`src/rtl/mtree_leaf_feeder.sv`:
```
// Leaf feeder for the merge sorter tree: demultiplexes one record stream into per-way FIFOs
// and forwards each way to its leaf, closing every RUN_LEN records with an all-ones-key sentinel.
module mtree_leaf_feeder #(
  parameter int W_LOG     = 2,
  parameter int DATW      = 64,
  parameter int KEYW      = 32,
  parameter int DEPTH_LOG = 3,
  parameter int RUN_LOG   = 4
) (
  input  logic                      CLK,
  input  logic                      RST,
  input  logic [DATW-1:0]           IN_DATA,
  input  logic [W_LOG-1:0]          IN_WAY,
  input  logic                      IN_VLD,
  output logic                      IN_RDY,
  input  logic [(1<<W_LOG)-1:0]     TREE_FULL,
  output logic [(DATW<<W_LOG)-1:0]  DOUT,
  output logic [(1<<W_LOG)-1:0]     DOUTEN,
  output logic [(1<<W_LOG)-1:0]     RUN_END
);

  localparam int WAYS    = 1 << W_LOG;
  localparam int DEPTH   = 1 << DEPTH_LOG;
  localparam int RUN_LEN = 1 << RUN_LOG;

  localparam logic [DATW-1:0]    SENTINEL = {{(DATW-KEYW){1'b0}}, {KEYW{1'b1}}};
  localparam logic [DEPTH_LOG:0] CNT_FULL = (DEPTH_LOG+1)'(DEPTH);
  localparam logic [RUN_LOG-1:0] RUN_LAST = RUN_LOG'(RUN_LEN - 1);

  typedef enum logic {FILL, TERM} way_state_t;

  logic [WAYS-1:0] full_vec;
  logic            in_fire;

  // Ready depends only on registered occupancy, so a same-cycle pop never frees a full way.
  assign IN_RDY  = ~full_vec[IN_WAY];
  assign in_fire = IN_VLD & IN_RDY;

  genvar gi;
  generate
    for (gi = 0; gi < WAYS; gi++) begin : g_way
      logic [DATW-1:0]      mem [DEPTH];
      logic [DEPTH_LOG-1:0] wr_ptr_reg;
      logic [DEPTH_LOG-1:0] rd_ptr_reg;
      logic [DEPTH_LOG:0]   count_reg;
      logic [RUN_LOG-1:0]   run_cnt_reg;
      logic [RUN_LOG-1:0]   run_cnt_next;
      way_state_t           state_reg;
      way_state_t           state_next;
      logic                 wr_en;
      logic                 pop;
      logic                 empty;
      logic                 douten;
      logic                 run_end;
      logic [DATW-1:0]      dout;

      assign wr_en         = in_fire && (IN_WAY == W_LOG'(gi));
      assign empty         = (count_reg == '0);
      assign full_vec[gi]  = (count_reg == CNT_FULL);

      always_ff @(posedge CLK) begin
        if (wr_en) begin
          mem[wr_ptr_reg] <= IN_DATA;
        end
      end

      always_ff @(posedge CLK or posedge RST) begin
        if (RST) begin
          wr_ptr_reg  <= '0;
          rd_ptr_reg  <= '0;
          count_reg   <= '0;
          run_cnt_reg <= '0;
          state_reg   <= FILL;
        end else begin
          if (wr_en) begin
            wr_ptr_reg <= wr_ptr_reg + 1'b1;
          end
          if (pop) begin
            rd_ptr_reg <= rd_ptr_reg + 1'b1;
          end
          case ({wr_en, pop})
            2'b10:   count_reg <= count_reg + 1'b1;
            2'b01:   count_reg <= count_reg - 1'b1;
            default: count_reg <= count_reg;
          endcase
          run_cnt_reg <= run_cnt_next;
          state_reg   <= state_next;
        end
      end

      always_comb begin
        state_next   = state_reg;
        run_cnt_next = run_cnt_reg;
        pop          = 1'b0;
        douten       = 1'b0;
        run_end      = 1'b0;
        dout         = '0;
        if (state_reg == FILL) begin
          if (!empty && !TREE_FULL[gi]) begin
            douten = 1'b1;
            pop    = 1'b1;
            dout   = mem[rd_ptr_reg];
            if (run_cnt_reg == RUN_LAST) begin
              state_next   = TERM;
              run_cnt_next = '0;
            end else begin
              run_cnt_next = run_cnt_reg + 1'b1;
            end
          end
        end else begin
          // The run's last record has left; the sentinel takes the next free leaf slot.
          if (!TREE_FULL[gi]) begin
            douten     = 1'b1;
            run_end    = 1'b1;
            dout       = SENTINEL;
            state_next = FILL;
          end
        end
      end

      assign DOUTEN[gi]               = douten;
      assign RUN_END[gi]              = run_end;
      assign DOUT[DATW*gi +: DATW]    = dout;
    end
  endgenerate

endmodule

```
`config.mk`:
```
export PLATFORM = sky130hd
export DESIGN_NAME = mtree_leaf_feeder
export DESIGN_NICKNAME = d
export VERILOG_FILES = /design/src/rtl/mtree_leaf_feeder.sv
export SDC_FILE = /design/constraint.sdc
export NUM_CORES = 2
export LEC_CHECK = 0
export ABC_CLOCK_PERIOD_IN_PS = 12180
export CELL_PAD_IN_SITES_DETAIL_PLACEMENT = 0
export CELL_PAD_IN_SITES_GLOBAL_PLACEMENT = 1
export CORE_ASPECT_RATIO = 1.4
export CORE_MARGIN = 2
export CORE_UTILIZATION = 52
export DETAILED_ROUTE_END_ITERATION = 10
export GPL_TIMING_DRIVEN = 1
export PLACE_DENSITY = 0.87
export SYNTH_ARGS = -nofsm -noshare
export SYNTH_HDL_FRONTEND = slang
export SYNTH_SLANG_ARGS = --single-unit
```
`constraint.sdc`:
```
create_clock -name CLK -period 12.18 [get_ports CLK]
set_clock_uncertainty 0.15 [all_clocks]
set_input_delay 2.436 -clock CLK [delete_from_list [all_inputs] [get_ports CLK]]
set_output_delay 2.436 -clock CLK [all_outputs]
set_load 0.01 [all_outputs]
```
Word-level counts from Yosys, hierarchy flattened
Memory sizes are Yosys's and may differ from the RTL's.
Cells that the tools add are included.
{"block": "totals", "ff_bits": 60, "n_memories": 4, "word_cells": 165, "inputBits": 73, "output_inout_bits": 265, "ramBits": 2048}
{"memory": "g_way[0].mem", "words": 8, "width": 64, "read_ports": 1, "rd_clocked_by_memory_dff": 0, "write_ports": 1, "line_no": "42", "rtl": "logic [DATW-1:0] mem [DEPTH];"}
{"memory": "g_way[1].mem", "words": 8, "width": 64, "read_ports": 1, "rd_clocked_by_memory_dff": 0, "write_ports": 1, "line_no": "42"}
{"memory": "g_way[2].mem", "words": 8, "width": 64, "read_ports": 1, "rd_clocked_by_memory_dff": 0, "write_ports": 1, "line_no": "42"}
{"memory": "g_way[3].mem", "words": 8, "width": 64, "read_ports": 1, "rd_clocked_by_memory_dff": 0, "write_ports": 1, "line_no": "42"}
{"block": "classes", "reduce_logical": 29, "n_eq_ne": 19, "n_mux": 66, "n_bitwise": 6, "addsub": 20, "order_cmp": 1}
{"cell": "64-bit two-way mux", "n": 8}
{"cell": "32-bit two-way mux", "n": 4}
{"cell": "1-bit two-way mux", "n": 45}
{"cell": "4-bit by 1-bit adder with 4-bit output (second input constant)", "n": 8}
{"cell": "4-bit equality test (second input constant)", "n": 8}
{"cell": "4-bit one-hot mux with 2 select lines", "n": 4}
{"cell": "3-bit by 1-bit adder with 3-bit output (second input constant)", "n": 8}
{"cell": "4-bit zero test", "n": 4}
{"cell": "4-bit two-way mux", "n": 4}
{"cell": "4-bit by 1-bit subtractor with 4-bit output (second input constant)", "n": 4}
{"cell": "2-bit equality test (second input constant)", "n": 6}
{"cell": "2-bit by 1-bit equality test with 1-bit output (second input constant)", "n": 5}
{"cell": "1-bit logical AND", "n": 8}
{"cell": "1-bit zero test", "n": 8}
{"cell": "2-bit AND reduction", "n": 4}
{"cell": "2-bit nonzero test", "n": 4}
{"cell": "1-bit inverter", "n": 5}
{"cell": "2-bit by 3-bit less-than comparator with 1-bit output (second input constant)", "n": 1}
{"cell": "1-bit binary-select mux with 2-bit select", "n": 1}
{"cell": "2-bit zero test", "n": 1}
{"cell": "1-bit bitwise AND", "n": 1}

Logic depth before layout (Yosys ltp)
{"block": "logic_depth", "depth_word": 8, "mapped_depth": 12, "ltp_nobuf": 10}

Worst setup path before layout
No wires, ideal clock.
{"block": "synth_timing", "kind": "input -> register", "from": "in IN_VLD", "to": "mem g_way[0].mem[0][0], enable pin", "path_stages": 3, "required_time_ps": 11384, "path_buffers": 1, "path_slack_ps": 2365, "setup_time_ps": 646, "arrival_time_ps": 9019, "cell_sequence": "clkbuf_1 -> nand3_1 -> nor4_1"}
{"block": "synth_between", "elab_chain_len": 4}
{"item": "from (decl)", "line_no": "14", "rtl": "input logic IN_VLD,"}
{"item": "1-bit bitwise AND", "line_no": "37", "rtl": "assign in_fire = IN_VLD & IN_RDY;"}
{"item": "1-bit logical AND", "line_no": "57", "rtl": "assign wr_en = in_fire && (IN_WAY == W_LOG'(gi));"}
{"item": "1-bit two-way mux", "line_no": "62", "rtl": "if (wr_en) begin"}
{"item": "1-bit two-way mux (implied by the code)", "line_no": "63", "rtl": "mem[wr_ptr_reg] <= IN_DATA;"}
{"item": "to (decl)", "line_no": "42"}
Every way passes these cells.

Worst setup path after layout
{"block": "layout_timing", "from": "in TREE_FULL[1]", "to": "out DOUT[86]"}
{"block": "layout_between", "elab_chain_len": 4, "word_cells_on_any_way": 5, "cone_classes": "mux (3); reduce/logical (2)"}
{"item": "from (decl)", "line_no": "16", "rtl": "input logic [(1<<W_LOG)-1:0] TREE_FULL,"}
{"item": "1-bit zero test"}
{"item": "1-bit logical AND", "line_no": "99", "rtl": "if (!empty && !TREE_FULL[gi]) begin"}
{"item": "64-bit two-way mux", "line_no": "99"}
{"item": "64-bit two-way mux (*)", "line_no": "98", "rtl": "if (state_reg == FILL) begin"}
{"item": "to (decl)", "line_no": "17", "rtl": "output logic [(DATW<<W_LOG)-1:0] DOUT,"}
Mark *: on every way between the ends. The rest lies on a longest branch, timed or not.

==> run_results.csv <==
group,metric,value,unit
status,run_status,"finished, final reports clean",
cells_and_area,finish.cell_count_without_fillers,6161,
placed_design,detailedPlacementHpwl,110000,µm
setup_path,path_delay_family,"buffers and inverters",
clocking,cts.htree.levels,4,
yosys,synth.ff_latch_count,2108,
setup_path,worst_ep_required_time,9590,ps
detailed_routing,met3RoutedLength,16300,µm
global_routing,grt_use_total,24.9,%
sta,timing.slew.headroom,11.6,%
sta,period_minus_slack,8090,ps
setup_path,critical_path_buf_inv_count,3,
clocking,postCtsResizedCells,0,
cells_and_area,number_of_flip_flops_under_the_largest_register_name,2048,
clocking,cts_hold_buffers,0,
global_routing,globalRoute.totalOverflow,0,
global_routing,grt_start_max_net_pins,70,
setup_path,arrival,5500,ps
sta,fin_worst_hold_slack,340,ps
yosys,ys_warn_count,0,
setup_path,worstSetupStartpointType,"primary input",
setup_path,timing_worst_setup_path_type,"primary input to output pin",
detailed_routing,drt-wirelength-per-cell,31.6,µm
clocking,clock_tree_root,"clkbuf_16",
detailed_routing,highest_metal_layer_used_by_the_detailed_router,"met5",
clocking,cts_tree,"done",
cells_and_area,layout_commonest_cell,"edfxtp_1",
clocking,cts_max_path_buffers,3,
sta,setup-tns-final,0,ps
yosys,yosysUniqueCellTypes,42,
clocking,cts_made_buffers,184,
floorplanning,core_region_area,154000,µm²
cells_and_area,fillCellCount,10489,
yosys,syn-num-nets,3601,
clocking,clock_pin_slew_worst_setup_and_hold_paths,60,ps
detailed_routing,detail_route.drc_violations,0,
detailed_routing,first_iter_violations,4212,
yosys,netlist_instances,3504,
floorplanning,start_util,52.4,%
placed_design,portBuffers,337,
detailed_routing,via_per_inst,6.22,
yosys,syn_area,80500,µm²
power_and_ir_drop,power_density,218,nW/µm²
hold_path,worst_hold_path_type,"register to register",
placed_design,dpl.cell_count,5824,
sta,grt_setup_unrepaired,"false",
yosys,synth_seq_area_share,78.3,%
sta,final_max_slew_viol_count,0,
detailed_routing,detailroute.via_count,38327,
cells_and_area,layout.cells.most_common_list,"2,048 x edfxtp_1, 512 x mux4_2, 337 x clkdlybuf4s50_1",
sta,timing.final.crit_share,66.4,%
sta,setup_violations,0,
setup_path,cp_max_fo,40,
floorplanning,placement_rows,170,
detailed_routing,detail_route.wirelength.met1,73700,µm
clocking,postCtsSetupBuffers,0,
clocking,cts.sink_count,2108,
floorplanning,dieArea,158000,µm²
setup_path,timing.critical_path.slowest_stage_cell,"nor2_4",
detailed_routing,drt.antenna.violating_nets,0,
flow_run,max-cap-violations,0,
cells_and_area,final_net_count,4043,
clocking,clkLatencyLatePin,820,ps
cells_and_area,areaGrowthSynthToFinish,15.0,%
setup_path,timing.critical_path.cells,"clkdlybuf4s50_1, or3_2, buf_4, nor2_4, a221o_1, clkdlybuf4s50_1",
cells_and_area,finalCoreUtilization,60.3,%
detailed_routing,dr_wl_met2,99700,µm
sta,achievable-frequency,0.124,GHz
power_and_ir_drop,p_leak,29.3,nW
detailed_routing,detail_route.first_pass.iterations,5,
global_routing,number_of_global_route_vias_before_repair,39031,
sta,timing_hold_violations_final,0,
setup_path,crit_top_cell,"clkdlybuf4s50_1",
power_and_ir_drop,vdd.ir_drop.worst,0.000149,V
global_routing,first_pass_grt_wire_length,279000,µm
setup_path,end_kind,"output pin",
placed_design,gp_congestion,0.761,
floorplanning,number_of_ports_placed_on_the_die_boundary,338,
setup_path,timing.critical_path.slowest_cell_delay,850,ps
global_routing,grt_antenna_before_repair,7,
floorplanning,dieWidth,337,µm
detailed_routing,postRouteWirelength,195000,µm
sta,worst_slew_pin_slew,1320,ps
cells_and_area,post_route_cells_drive_above_1_share,23.8,%
yosys,synth.avg_cell_area,23.0,µm²
floorplanning,chipHeight,470,µm
-- cell families after synthesis --
kind of cell / synth area share [%]
fa+ha+maj: 0.373
flops: 78.3
mux: 16.0
xor+xnor: 0.435
compound gates: 1.89
buf+inv: 1.39
simple gates: 1.64
-- where the power goes --
group	switching (W)	leakage, nW	internal [W]
sequential	0.000534	19.2	0.00835
combinational	0.00274	7.22	0.00281
clock	0.00254	2.92	0.00325
total	0.00582	29.3	0.0144
-- metal layers --
layer	up-vias	GRT usage, %
met3	304	4.61
met4	4	7.13
met2	1958	41.9
met1	20395	33.5
met5	-	0
li1	15666	-
-- synthesized netlist by cell type (all sizes together) --
| library cell | instances | area (µm²) |
|---|---|---|
| a2111oi | 1 | 27.5 |
| a211oi | 1 | 12.5 |
| a21oi | 5 | 25.0 |
| a221o | 128 | 1280 |
| a31oi | 1 | 6.26 |
| a32oi | 3 | 26.3 |
| and2 | 8 | 55.1 |
| and3 | 2 | 12.5 |
| buf | 143 | 836 |
| clkbuf | 63 | 236 |
| clkinv | 1 | 3.75 |
| dfrtp | 60 | 1500 |
| edfxtp | 2048 | 61500 |
| ha | 24 | 300 |
| inv | 10 | 42.5 |
| mux2 | 8 | 90.1 |
| mux2i | 128 | 1280 |
| mux4 | 512 | 11500 |
| nand2 | 55 | 206 |
| nand2b | 14 | 87.6 |
| nand3 | 13 | 65.1 |
| nand4 | 5 | 31.3 |
| nor2 | 163 | 612 |
| nor2b | 10 | 62.6 |
| nor3 | 13 | 65.1 |
| nor3b | 3 | 22.5 |
| nor4 | 5 | 31.3 |
| o21ai | 23 | 115 |
| o22ai | 3 | 18.8 |
| o32ai | 1 | 8.76 |
| or2 | 4 | 25.0 |
| or3 | 5 | 31.3 |
| or4b | 1 | 10.0 |
| xnor2 | 24 | 210 |
| xor2 | 16 | 140 |
-- worst paths after layout --
path                       depth (start not counted)                 endpoint  slack (ps)               startpoint
min in group asynchronous                          2   g_way[0].rd_ptr_reg[1]        1700                      RST
setup / recovery                                   6                 DOUT[86]        4090             TREE_FULL[1]
max in group asynchronous                          3   g_way[1].rd_ptr_reg[1]        8950                      RST
hold / removal                                     1  g_way[1].run_cnt_reg[3]         340  g_way[1].run_cnt_reg[3]
hold reg to reg                                    1  g_way[1].run_cnt_reg[3]         340  g_way[1].run_cnt_reg[3]
setup reg to reg                                  11    g_way[1].count_reg[2]        8220    g_way[1].count_reg[1]
-- through the flow --
stage	power, W	cell area (µm²)	setup WS (ps)
after floorplan	0.0124	80500	2360
after global placement	0.0145	86600	4200
after detailed placement	0.0146	86600	4100
after CTS	0.0204	92600	4090
after global routing	0.0209	92600	3970
final	0.0202	92600	4090
-- area by class of cell --
| type | count | area [µm²] | share of cell area [%] |
|---|---|---|---|
| tap | 2064 | 2580 | 2.79 |
| inverter | 11 | 46.3 | 0.0500 |
| timing repair buffer | 462 | 4310 | 4.66 |
| clock buffer | 234 | 4970 | 5.36 |
| antenna | 2 | 5.00 | 0.00540 |
| clock inverter | 101 | 992 | 1.07 |
| multi-input combinational | 1179 | 16700 | 18.0 |
| sequential | 2108 | 63000 | 68.1 |
Power figures use the tool's default switching activity.
